### src/rtl/hue_band_pkg.sv
// hue_band_pkg
// Shared definitions for the HSV hue-band highlighter.
// The pixel field widths, the saturation ceiling, the band descriptor
// struct and the power-up band table all live here.
package hue_band_pkg;

   localparam int HUE_W   = 9;
   localparam int SAT_W   = 7;
   localparam int VAL_W   = 8;
   localparam int HUE_MAX = 359;
   localparam int SAT_MAX = 127;

   // One programmable band. If lo > hi, the band wraps through hue 0.
   typedef struct packed {
      logic [HUE_W-1:0] lo;
      logic [HUE_W-1:0] hi;
      logic             en;
   } band_t;

   // Power-up contents of both the shadow and the active band tables.
   // The first three entries keep the old fixed red/green/blue detector
   // usable straight out of reset.
   function automatic band_t reset_band(input int idx);
      band_t b;
      case (idx)
         0:       b = '{lo: 9'd330, hi: 9'd30,  en: 1'b1};
         1:       b = '{lo: 9'd80,  hi: 9'd160, en: 1'b1};
         2:       b = '{lo: 9'd160, hi: 9'd280, en: 1'b1};
         default: b = '{lo: 9'd0,   hi: 9'd0,   en: 1'b0};
      endcase
      return b;
   endfunction

endpackage

### src/rtl/hue_band_match.sv
// hue_band_match
// Purely combinational test of whether a hue falls inside one band.
// Ports:
//   i_hue   - raw 9-bit hue. Values above 359 are compared as they are.
//   i_band  - band descriptor (lo, hi, en). If lo > hi, the band wraps through 0.
//   o_match - high when the band is enabled and the hue is inside it.
module hue_band_match
   import hue_band_pkg::*;
(
   input  logic [HUE_W-1:0] i_hue,
   input  band_t            i_band,
   output logic             o_match
);

   // If lo > hi, the band covers [lo, max] plus [0, hi]. A disabled band
   // never matches.
   always_comb begin
      if (!i_band.en) begin
         o_match = 1'b0;
      end else if (i_band.lo <= i_band.hi) begin
         o_match = (i_hue >= i_band.lo) && (i_hue <= i_band.hi);
      end else begin
         o_match = (i_hue >= i_band.lo) || (i_hue <= i_band.hi);
      end
   end

endmodule

### src/rtl/hue_band_highlight.sv
// hue_band_highlight
// HSV hue-band highlighter. It sits between RGB->HSV and HSV->RGB.
// Hue and value always pass through unchanged. When a band is selected,
// saturation is boosted for pixels inside the band and zeroed for all
// other pixels. Mode and band-table changes only commit on a
// start-of-frame pixel, so a frame is never processed with mixed settings.
// Latency is fixed at 2 cycles. There is no backpressure.
// Ports:
//   clk, rst                    - pixel clock, synchronous active-high reset
//   i_btn                       - level selects. Highest set bit wins.
//                                 0 = passthrough, k = band k-1.
//   i_in_valid, i_in_sof        - input pixel qualifier and first-pixel-of-frame flag
//   i_pixel_in                  - {hue[8:0], sat[6:0], value[7:0]}
//   i_pass_in                   - side-band data, delayed in lockstep with the pixel
//   i_cfg_*                     - shadow band table write port
//   o_out_valid, o_pixel_out    - processed pixel and its qualifier
//   o_pass_thru                 - i_pass_in aligned with o_pixel_out
//   o_active_mode               - committed selection
module hue_band_highlight
   import hue_band_pkg::*;
#(
   parameter int NUM_BANDS = 4,
   parameter int SAT_SHIFT = 2,
   parameter int PASS_W    = 24
) (
   input  logic                           clk,
   input  logic                           rst,
   input  logic [NUM_BANDS:0]             i_btn,
   input  logic                           i_in_valid,
   input  logic                           i_in_sof,
   input  logic [23:0]                    i_pixel_in,
   input  logic [PASS_W-1:0]              i_pass_in,
   input  logic                           i_cfg_we,
   input  logic [$clog2(NUM_BANDS)-1:0]   i_cfg_band,
   input  logic [8:0]                     i_cfg_lo,
   input  logic [8:0]                     i_cfg_hi,
   input  logic                           i_cfg_en,
   output logic                           o_out_valid,
   output logic [23:0]                    o_pixel_out,
   output logic [PASS_W-1:0]              o_pass_thru,
   output logic [$clog2(NUM_BANDS+1)-1:0] o_active_mode
);

   localparam int MODE_W     = $clog2(NUM_BANDS+1);
   localparam int BAND_IDX_W = $clog2(NUM_BANDS);
   localparam int SAT_WIDE_W = SAT_W + SAT_SHIFT;

   logic [MODE_W-1:0]     r_pending;
   logic [MODE_W-1:0]     r_active_mode;
   band_t                 r_shadow [NUM_BANDS];
   band_t                 r_active [NUM_BANDS];

   logic [MODE_W-1:0]     w_btn_idx;
   logic [MODE_W-1:0]     w_pending_next;
   logic [MODE_W-1:0]     w_mode_eff;
   logic                  w_cfg_hit;
   logic                  w_commit;
   band_t                 w_shadow_next [NUM_BANDS];
   logic [BAND_IDX_W-1:0] w_sel_idx;
   band_t                 w_band_eff;
   logic                  w_match;
   logic                  w_passthru;
   logic [SAT_WIDE_W-1:0] w_sat_wide;
   logic [SAT_W-1:0]      w_sat_boost;

   logic [23:0]           r_s1_pixel;
   logic [PASS_W-1:0]     r_s1_pass;
   logic                  r_s1_valid;
   logic                  r_s1_match;
   logic [SAT_W-1:0]      r_s1_sat;
   logic                  r_s1_passthru;

   // Priority encoder over the buttons. The loop runs upward, so the
   // highest set bit is the one that remains.
   always_comb begin
      w_btn_idx = '0;
      for (int k = 0; k <= NUM_BANDS; k++) begin
         if (i_btn[k]) w_btn_idx = MODE_W'(k);
      end
   end

   assign w_pending_next = (|i_btn) ? w_btn_idx : r_pending;
   assign w_cfg_hit      = i_cfg_we && (int'(i_cfg_band) < NUM_BANDS);
   assign w_commit       = i_in_valid && i_in_sof;

   // This is the shadow table as it will be after this edge. It includes a
   // write in the same cycle, so a commit on this cycle picks that write up.
   always_comb begin
      w_shadow_next = r_shadow;
      if (w_cfg_hit) begin
         w_shadow_next[i_cfg_band] = '{lo: i_cfg_lo, hi: i_cfg_hi, en: i_cfg_en};
      end
   end

   // The start-of-frame pixel is already processed with the settings that
   // it commits. For that reason, the mode and band used in stage 1 bypass
   // the active registers on a commit cycle.
   assign w_mode_eff = w_commit ? w_pending_next : r_active_mode;
   assign w_sel_idx  = (w_mode_eff == '0) ? '0 : BAND_IDX_W'(w_mode_eff - 1'b1);
   assign w_band_eff = w_commit ? w_shadow_next[w_sel_idx] : r_active[w_sel_idx];
   assign w_passthru = (w_mode_eff == '0) || !w_band_eff.en;

   hue_band_match u_match (
      .i_hue   (i_pixel_in[23:15]),
      .i_band  (w_band_eff),
      .o_match (w_match)
   );

   // The shift is done at full width before the clamp, so high saturation
   // bits are not lost before the clamp compares against the maximum.
   assign w_sat_wide  = SAT_WIDE_W'(i_pixel_in[SAT_W+VAL_W-1:VAL_W]) << SAT_SHIFT;
   assign w_sat_boost = (w_sat_wide > SAT_WIDE_W'(SAT_MAX)) ? SAT_W'(SAT_MAX)
                                                            : w_sat_wide[SAT_W-1:0];

   // Selection and band-table state. The pending and shadow registers
   // follow their inputs every cycle. The active copies only load on a commit.
   always_ff @(posedge clk) begin
      if (rst) begin
         r_pending     <= '0;
         r_active_mode <= '0;
         for (int b = 0; b < NUM_BANDS; b++) begin
            r_shadow[b] <= reset_band(b);
            r_active[b] <= reset_band(b);
         end
      end else begin
         r_pending <= w_pending_next;
         r_shadow  <= w_shadow_next;
         if (w_commit) begin
            r_active_mode <= w_pending_next;
            r_active      <= w_shadow_next;
         end
      end
   end

   // Stage 1 does the band decision and the saturation arithmetic.
   always_ff @(posedge clk) begin
      if (rst) begin
         r_s1_pixel    <= '0;
         r_s1_pass     <= '0;
         r_s1_valid    <= 1'b0;
         r_s1_match    <= 1'b0;
         r_s1_sat      <= '0;
         r_s1_passthru <= 1'b0;
      end else begin
         r_s1_pixel    <= i_pixel_in;
         r_s1_pass     <= i_pass_in;
         r_s1_valid    <= i_in_valid;
         r_s1_match    <= w_match;
         r_s1_sat      <= w_sat_boost;
         r_s1_passthru <= w_passthru;
      end
   end

   // Stage 2 rebuilds the output pixel. Only the saturation field can change.
   always_ff @(posedge clk) begin
      if (rst) begin
         o_pixel_out <= '0;
         o_pass_thru <= '0;
         o_out_valid <= 1'b0;
      end else begin
         o_pass_thru <= r_s1_pass;
         o_out_valid <= r_s1_valid;
         if (r_s1_passthru) begin
            o_pixel_out <= r_s1_pixel;
         end else begin
            o_pixel_out <= {r_s1_pixel[23:15],
                            (r_s1_match ? r_s1_sat : SAT_W'(0)),
                            r_s1_pixel[VAL_W-1:0]};
         end
      end
   end

   assign o_active_mode = r_active_mode;

endmodule

### config.mk
export PLATFORM = sky130hd
export DESIGN_NAME = hue_band_highlight
export DESIGN_NICKNAME = d
export VERILOG_FILES = /design/src/rtl/hue_band_pkg.sv /design/src/rtl/hue_band_match.sv /design/src/rtl/hue_band_highlight.sv
export SDC_FILE = /design/constraint.sdc
export NUM_CORES = 1
export LEC_CHECK = 0
export CAP_MARGIN = 20
export CORE_MARGIN = 2
export CORE_UTILIZATION = 60
export CTS_CLUSTER_SIZE = 40
export DETAILED_ROUTE_END_ITERATION = 6
export PLACE_DENSITY = 0.85
export SLEW_MARGIN = 20
export SYNTH_ARGS = -nofsm -noshare
export SYNTH_HDL_FRONTEND = slang
export SYNTH_SLANG_ARGS = --single-unit
### constraint.sdc
create_clock -name clk -period 5.61 [get_ports clk]
set_clock_uncertainty 0.1 [all_clocks]
set_input_delay 0.561 -clock clk [delete_from_list [all_inputs] [get_ports clk]]
set_output_delay 0.561 -clock clk [all_outputs]
set_load 0.01 [all_outputs]
# ---- Word-level counts from Yosys, hierarchy flattened
# Cells that the tools add are included.
# W data, S select, Z words.
dict set report word_totals {
  register_bits 265
  latchBits 0
  ram_bits 0
  romBits 0
  out_inout_bits 52
  wordCells 77
  memories 0
}
dict set report op_classes {
  addsub 1
  n_mul 0
  n_div 0
  n_lt_le_gt_ge 7
  eq_ne 0
  shifts 0
  muxes 22
  bitwise 3
  reduce_logical 9
}
# op n
set ops {}
lappend ops {{$mux W19} 6}
lappend ops {{$bmux W19 S2} 2}
lappend ops {{$bwmux W76} 1}
lappend ops {{$mux W76} 1}
lappend ops {{$demux W19 S2} 1}
lappend ops {{$le A9 B9 Y1} 2}
lappend ops {{$mux W15} 1}
lappend ops {{$mux W7} 2}
lappend ops {{$ge A9 B9 Y1} 1}
lappend ops {{$gt A9 B7 Y1 const B} 1}
lappend ops {{$mux W3} 3}
lappend ops {{$ge A3 B3 Y1 const B} 2}
lappend ops {{$mux W2} 3}
lappend ops {{$not A2 Y3} 2}
lappend ops {{$reduce_or A5 Y1} 1}
lappend ops {{$logic_and A1 B1 Y1} 3}
lappend ops {{$logic_not A3 Y1} 1}
lappend ops {{$lt A3 B1 Y1 const B} 1}
lappend ops {{$logic_or A1 B1 Y1} 2}
lappend ops {{$mux W1} 2}
lappend ops {{$reduce_or A2 Y1} 1}
lappend ops {{$sub A2 B1 Y2 const B} 1}
lappend ops {{$logic_not A1 Y1} 1}
lappend ops {{$not A1 Y1} 1}

# ---- Logic depth before layout (Yosys ltp)
dict set report depth {
  word_depth 16
  depth_mapped 18
}

# ---- Cells and area by module
# Synthesis repeated with hierarchy kept, for this count alone.
dict set report hier_totals {
  hier_cells 1125
  area_unflattened_um2 10578.9
}
# mod instances cells_each area_each_um2
set modules_own_cells {}
lappend modules_own_cells {hue_band_highlight 1 1036 9907.0}
lappend modules_own_cells {hue_band_match 1 89 671.9}

# ---- Least setup slack after synthesis
# OpenSTA, ideal clock, no wires.
dict set report synth_timing {
  path_kind {in2reg}
  startpoint {input i_btn[4]}
  endpoint {register r_s1_match}
  arrival_ns 3.553
  required_ns 5.379
  path_slack_ns 1.826
  path_stages 16
  path_cell_list {buf_6 > nand3b_4 > a31o_1 > a21oi_2 > a21o_1 > mux2i_2 > nand2_1 > a221o_1 > ha_1 > or4_1 > a21oi_1 > o21ai_0 > a221oi_1 > a41o_1 > maj3_1 > nor3b_1}
}
dict set report synth_via {
  elab_chain_len 13
  word_cells_on_any_way 23
}
# element line_no
set synth_rtl {}
lappend synth_rtl {{from (decl)} hue_band_highlight.sv:28} ;# input logic [NUM_BANDS:0] i_btn,
lappend synth_rtl {{$reduce_or A5 Y1 or $mux W3 (tied branches)} {hue_band_highlight.sv:82, hue_band_highlight.sv:78}}
lappend synth_rtl {{$mux W3 *} hue_band_highlight.sv:82} ;# assign w_pending_next = (|i_btn) ? w_btn_idx : r_pending;
lappend synth_rtl {{$mux W3 *} --}
lappend synth_rtl {{$sub A2 B1 Y2 or $logic_not A3 Y1 (tied branches)} hue_band_highlight.sv:99} ;# assign w_sel_idx = (w_mode_eff == '0) ? '0 : BAND_IDX_W'(w_mode_eff - 1'b1);
lappend synth_rtl {{$mux W2 *} hue_band_highlight.sv:99}
lappend synth_rtl {{$not A2 Y3 (implied by the code) *} hue_band_highlight.sv:100} ;# assign w_band_eff = w_commit ? w_shadow_next[w_sel_idx] : r_active[w_sel_idx];
lappend synth_rtl {{$bmux W19 S2} hue_band_highlight.sv:100}
lappend synth_rtl {{$mux W19 (implied by the code) (2 in a row)} hue_band_highlight.sv:100}
lappend synth_rtl {{$mux W19 *} hue_band_highlight.sv:100}
lappend synth_rtl {{$ge A9 B9 Y1 or $le A9 B9 Y1 (tied branches)} {hue_band_match.sv:21, hue_band_match.sv:23}}
lappend synth_rtl {{$logic_or A1 B1 Y1 or $logic_and A1 B1 Y1 (tied branches)} {hue_band_match.sv:23, hue_band_match.sv:21}}
lappend synth_rtl {{$mux W1} hue_band_match.sv:20} ;# end else if (i_band.lo <= i_band.hi) begin
lappend synth_rtl {{to (signal assigned)} hue_band_highlight.sv:148} ;# r_s1_match <= w_match;
lappend synth_rtl {{to (decl)} hue_band_highlight.sv:69} ;# logic r_s1_match;
# Mark *: on every way between the ends. The rest lies on a longest branch, timed or not. The select of a mux whose other input is x is not followed.
# A chain may end at the register's enable or synchronous reset.

# ---- Worst setup path after layout
dict set report layout_timing {
  startpoint {input i_in_valid}
  endpoint {register r_s1_match}
}
dict set report layout_via {
  elab_chain_len 12
  word_cells_on_any_way 21
}
# element line_no
set layout_rtl {}
lappend layout_rtl {{from (decl)} hue_band_highlight.sv:29} ;# input logic i_in_valid,
lappend layout_rtl {{$logic_and A1 B1 Y1 *} hue_band_highlight.sv:84} ;# assign w_commit = i_in_valid && i_in_sof;
lappend layout_rtl {{$mux W3} --}
lappend layout_rtl {{$sub A2 B1 Y2 or $logic_not A3 Y1 (tied branches)} hue_band_highlight.sv:99}
lappend layout_rtl {{$mux W2} hue_band_highlight.sv:99}
lappend layout_rtl {{$not A2 Y3 (implied by the code)} hue_band_highlight.sv:100}
lappend layout_rtl {{$bmux W19 S2} hue_band_highlight.sv:100}
lappend layout_rtl {{$mux W19 (implied by the code) (2 in a row)} hue_band_highlight.sv:100}
lappend layout_rtl {{$mux W19 *} hue_band_highlight.sv:100}
lappend layout_rtl {{$ge A9 B9 Y1 or $le A9 B9 Y1 (tied branches)} {hue_band_match.sv:21, hue_band_match.sv:23}}
lappend layout_rtl {{$logic_or A1 B1 Y1 or $logic_and A1 B1 Y1 (tied branches)} {hue_band_match.sv:23, hue_band_match.sv:21}}
lappend layout_rtl {{$mux W1} hue_band_match.sv:20}
# Marked as above.

==> metrics list <==
* Outcome: finished clean
- Fillers: 1221
* Met1 global-route usage: around two fifths
- After detailed routing, the number of remaining DRC violations is 0.
* Largest stage delay on the critical path: ~580 ps
- Total wire length after detailed routing: approximately 26 mm
- For met3 alone, demand over resource in global routing was about 5.1%.
- Unrepaired setup endpoints after global routing: false
- 0 antenna diodes ended up in the layout.
- In the layout the commonest cells are sky130_fd_sc_hd__dfxtp_1, sky130_fd_sc_hd__nor2_1, sky130_fd_sc_hd__clkdlybuf4s50_1.
- The tightest min-delay check is of the register to register type.
- STA puts the critical path data arrival time at 4650 ps.
* Synthesis Warnings: 0
* Max-capacitance violation count: 0
* GRT overflow: 0
- Gr usage total: 27.93%
* Total chip power: ~4.3 mW
- Summing the areas of all fa, ha and maj instances in the mapped netlist gives under 10% of the synthesized area.
- Effective utilization at floorplan: 61.06%
- The number of hold violations in the final report is 0.
- Along the worst hold path, the cell count comes to 1.
- For the pin with the worst max-slew slack, the measured transition is between 900 and 1000 ps.
* Worst reg2reg path startpoint: o_active_mode[1]
* Worst hold start: r_s1_pass[18]
* Crit Path Max Fanout: 50
* # clock sinks: between 200 and 300
- The detailed router finished its first iteration with roughly 590 violations.
* R2R Setup Slk: 1470 ps
- A synthesized cell averages about 10 sq um.
- The finished cells cover around 13000 sq um.
- The pre-antenna-repair detailed-routing pass consisted of 7 iterations.
* Total vias in the final route: between 8000 and 9000
- After Yosys synthesis, and, or, nand and nor cells account for between 10% and 20% of the synthesized area.
* Standby leakage power: 5.202 nW
- After clock tree synthesis, the clock-pin slew on the worst setup and hold paths is approximately 60 ps.
- Type of the worst setup path: primary input to register
* Area growth syn-to-layout: 21.53%
- The count of final max-slew check failures came to 0.
* Max Clk Rate: approximately 230 MHz
- Tracing the worst setup path back leads to its startpoint at i_in_valid.
* Worst Hold Path EP: o_pass_thru[18]
- Summed over its instances, the top area cell type makes up about half of the synthesized netlist area.
- Measured along the x axis, the die boundary spans around 140 um.
- After the last flow step, the layout net total stands at 1279.
* Critical path data required time: just under 6000 ps
* Post-DR wirelength/cell: roughly 18 um
- The final critical path takes up about four fifths of the cycle.
- Final Critical Period: between 4000 and 5000 ps
* Maximum clock path buffer count: 3
* Total power divided by cell area: ~340 nW/um^2
- The number of nets in the synthesized netlist is about 1200.
* Global-route wire length before repair: about 41 mm
* GR met2 Demand/Resource: 44.92%
- TritonCTS built the clock tree.
- For this design the top-level I/O count stands at ~130.
- Summing the areas of all compound-gate instances in the mapped netlist gives roughly 17% of the synthesized area.
- Setup tns final: 0 ps
- In the synthesized netlist the dominant register cell turns out to be sky130_fd_sc_hd__dfxtp_1.
* DP Area: 11880 sq um
- Port buffering added 130 buffers.
- Post-synthesis sequential area ratio: roughly half
- The floorplan step defined a die boundary enclosing ~19000 sq um.
- Master cell of the clock root buffer: sky130_fd_sc_hd__clkbuf_16
- Layout cells sized above 1: 7.221%
- Count of unique library cells instantiated by Yosys: slightly above 70
- Once the clock tree was built, the resizer swapped 0 gates to a different size.
- Leaving out fill and tap cells, the most frequent cell in the layout is sky130_fd_sc_hd__dfxtp_1.
- Final setup vio count: 0
- Counting flops with a built-in enable in the synthesized netlist gives 0.
- Critical Path Slowest Stage Cell: sky130_fd_sc_hd__a21oi_1
* Library cell occupying the most area in the post-synthesis netlist: sky130_fd_sc_hd__dfxtp_1
- Standard cell core area: roughly 17000 sq um
- In this run the remaining antenna-violating nets after routing total 0.
- Pin count of the biggest net entering global routing: 110
- The clock reaches the later pin of the worst-skew pair after between 500 and 600 ps.
* Drt via density: 5.822
- Buffers added to address setup during post-CTS repair amount to 0.
* Gp weighted congestion: 0.9367
* Global-route layer with the greatest usage: met2
* Final core utilization: around three quarters
* Area of the mapped netlist: 10490 sq um
- Sorting the synthesized cells by area gives the leading types as sky130_fd_sc_hd__dfxtp_1, sky130_fd_sc_hd__mux2i_1, sky130_fd_sc_hd__nor2b_1.
- STA classifies the critical path endpoint as a register.
- The die is 136.2 um tall.
* HPWL after detailed placement: between 15 and 20 mm
* Chain of cells forming the critical path: clkdlybuf4s50_1 -> and2_4 -> nor3b_1 -> a21oi_1 -> o22ai_1 -> o41ai_2 -> inv_2 -> ha_1 -> or4_1 -> a21oi_1 -> o21ai_0 -> a221oi_1 -> a41o_1 -> maj3_1 -> nor3b_1
- Counting flops and latches in the post-synthesis netlist gives about 260.
- Crit Reg-Reg Endpoint: r_s1_match
- Cells after Synth: around 1100
- Worst reg-to-reg path cell count: 12
- By area, the combinational part of the netlist is dominated by simple AND/OR/NAND/NOR gates.
- Number of hold buffers added after cts: 0
* Number of rows created at floorplan: 48
- The number of global-route vias before repair is between 7000 and 8000.
* XOR/XNOR share of the synthesized area: less than 1%
- Measured against the total synthesized area, the mux share comes to roughly 8.4%.
- The worst setup path is launched from a primary input.
- Worst slew margin relative to its limit: 38.65%
- Total clock buffers created by CTS: 27
- In this run the number of H-tree levels came out at 1.
- Share of synthesized registers carrying an async set or reset: 0%
- IR analysis of the VDD net gives a maximum drop of 0.2871 mV.
- The number of antenna violations at the first check in global routing is 0.
-- metrics by stage --
stage          cells  setup WS (ps)  hold slack, ps
5_1_grt         1416          975.5           348.0
3_5_place_dp    1369          780.2           323.4
4_1_cts         1416           1288           337.2
3_3_place_gp    1369          853.3           316.1
2_1_floorplan   1069           1826           313.8
6_report        1416           1220           334.0
-- layout make-up --
class	count	area (sq um)	area share (%)
Sequential cell	264	5285	41.46
Multi-Input combinational cell	728	4880	38.28
Timing Repair Buffer	144	1408	11.04
Clock buffer	41	798.3	6.263
Tap cell	225	281.5	2.209
Clock inverter	6	63.81	0.5006
Inverter	8	30.03	0.2356
-- layer usage --
| layer | wire length [um] | up-vias |
|---|---|---|
| met5 | 0 | - |
| met4 | 649 | 0 |
| met3 | 2201 | 51 |
| met2 | 11960 | 321 |
| met1 | 11260 | 3885 |
| li1 | - | 3987 |
-- logic make-up (layout without fill, tap and decap cells) --
family	Yosys count	after routing
AOI/OAI and AO/OA	229	229
adders and majority gates	28	28
buffers and inverters	77	199
DFF	264	264
xor gates and xnor gates	1	1
muxes	87	87
and+or+nand+nor	383	383
-- worst max-delay path: cells and delay by family --
kind | cells | cell delay, ps
compound gates | 7 | 1870
fa+ha+maj | 2 | 360
buf+inv | 2 | 620
simple gates | 4 | 1210
-- sequential cells by signal (all words and copies together), names as in the netlist --
register,count
r_s1_valid,1
o_pixel_out,24
o_out_valid,1
r_s1_sat,6
r_s1_passthru,1
r_active,76
r_shadow,76
o_pass_thru,24
r_pending,3
r_s1_pixel,24
r_s1_pass,24
r_s1_match,1
o_active_mode,3
-- synthesized netlist by cell type, types with 8 or more instances --
library cell               instances
sky130_fd_sc_hd__o22ai_1          11
sky130_fd_sc_hd__o21ai_0          25
sky130_fd_sc_hd__a221oi_1         12
sky130_fd_sc_hd__a21oi_1          32
sky130_fd_sc_hd__clkbuf_1         43
sky130_fd_sc_hd__a222oi_1          9
sky130_fd_sc_hd__dfxtp_1         264
sky130_fd_sc_hd__nand2_1          44
sky130_fd_sc_hd__or3_1             8
sky130_fd_sc_hd__nand3_1           9
sky130_fd_sc_hd__nand2b_1         25
sky130_fd_sc_hd__buf_2            19
sky130_fd_sc_hd__nor2b_1         101
sky130_fd_sc_hd__ha_1             27
sky130_fd_sc_hd__nor2_1          161
sky130_fd_sc_hd__a211oi_1         53
sky130_fd_sc_hd__a211o_1          17
sky130_fd_sc_hd__mux2i_1          84
-- power by group --
group / internal (mW) / switching, mW / leakage, nW / total [mW]
Clock: 1.02 / 0.700 / 0.423 / 1.72
Combinational: 0.265 / 0.328 / 2.61 / 0.593
Sequential: 1.97 / 0.0390 / 2.17 / 2.01
-- how the worst max path moves through the flow --
stage                      end  depth (start not counted)
global route        r_s1_match                         12
detailed placement  r_s1_match                         15
finish              r_s1_match                         15
CTS                 r_s1_match                         15
global placement    r_s1_match                         15
floorplan           r_s1_match                         16
No activity file was read; power rests on OpenSTA's default activity.
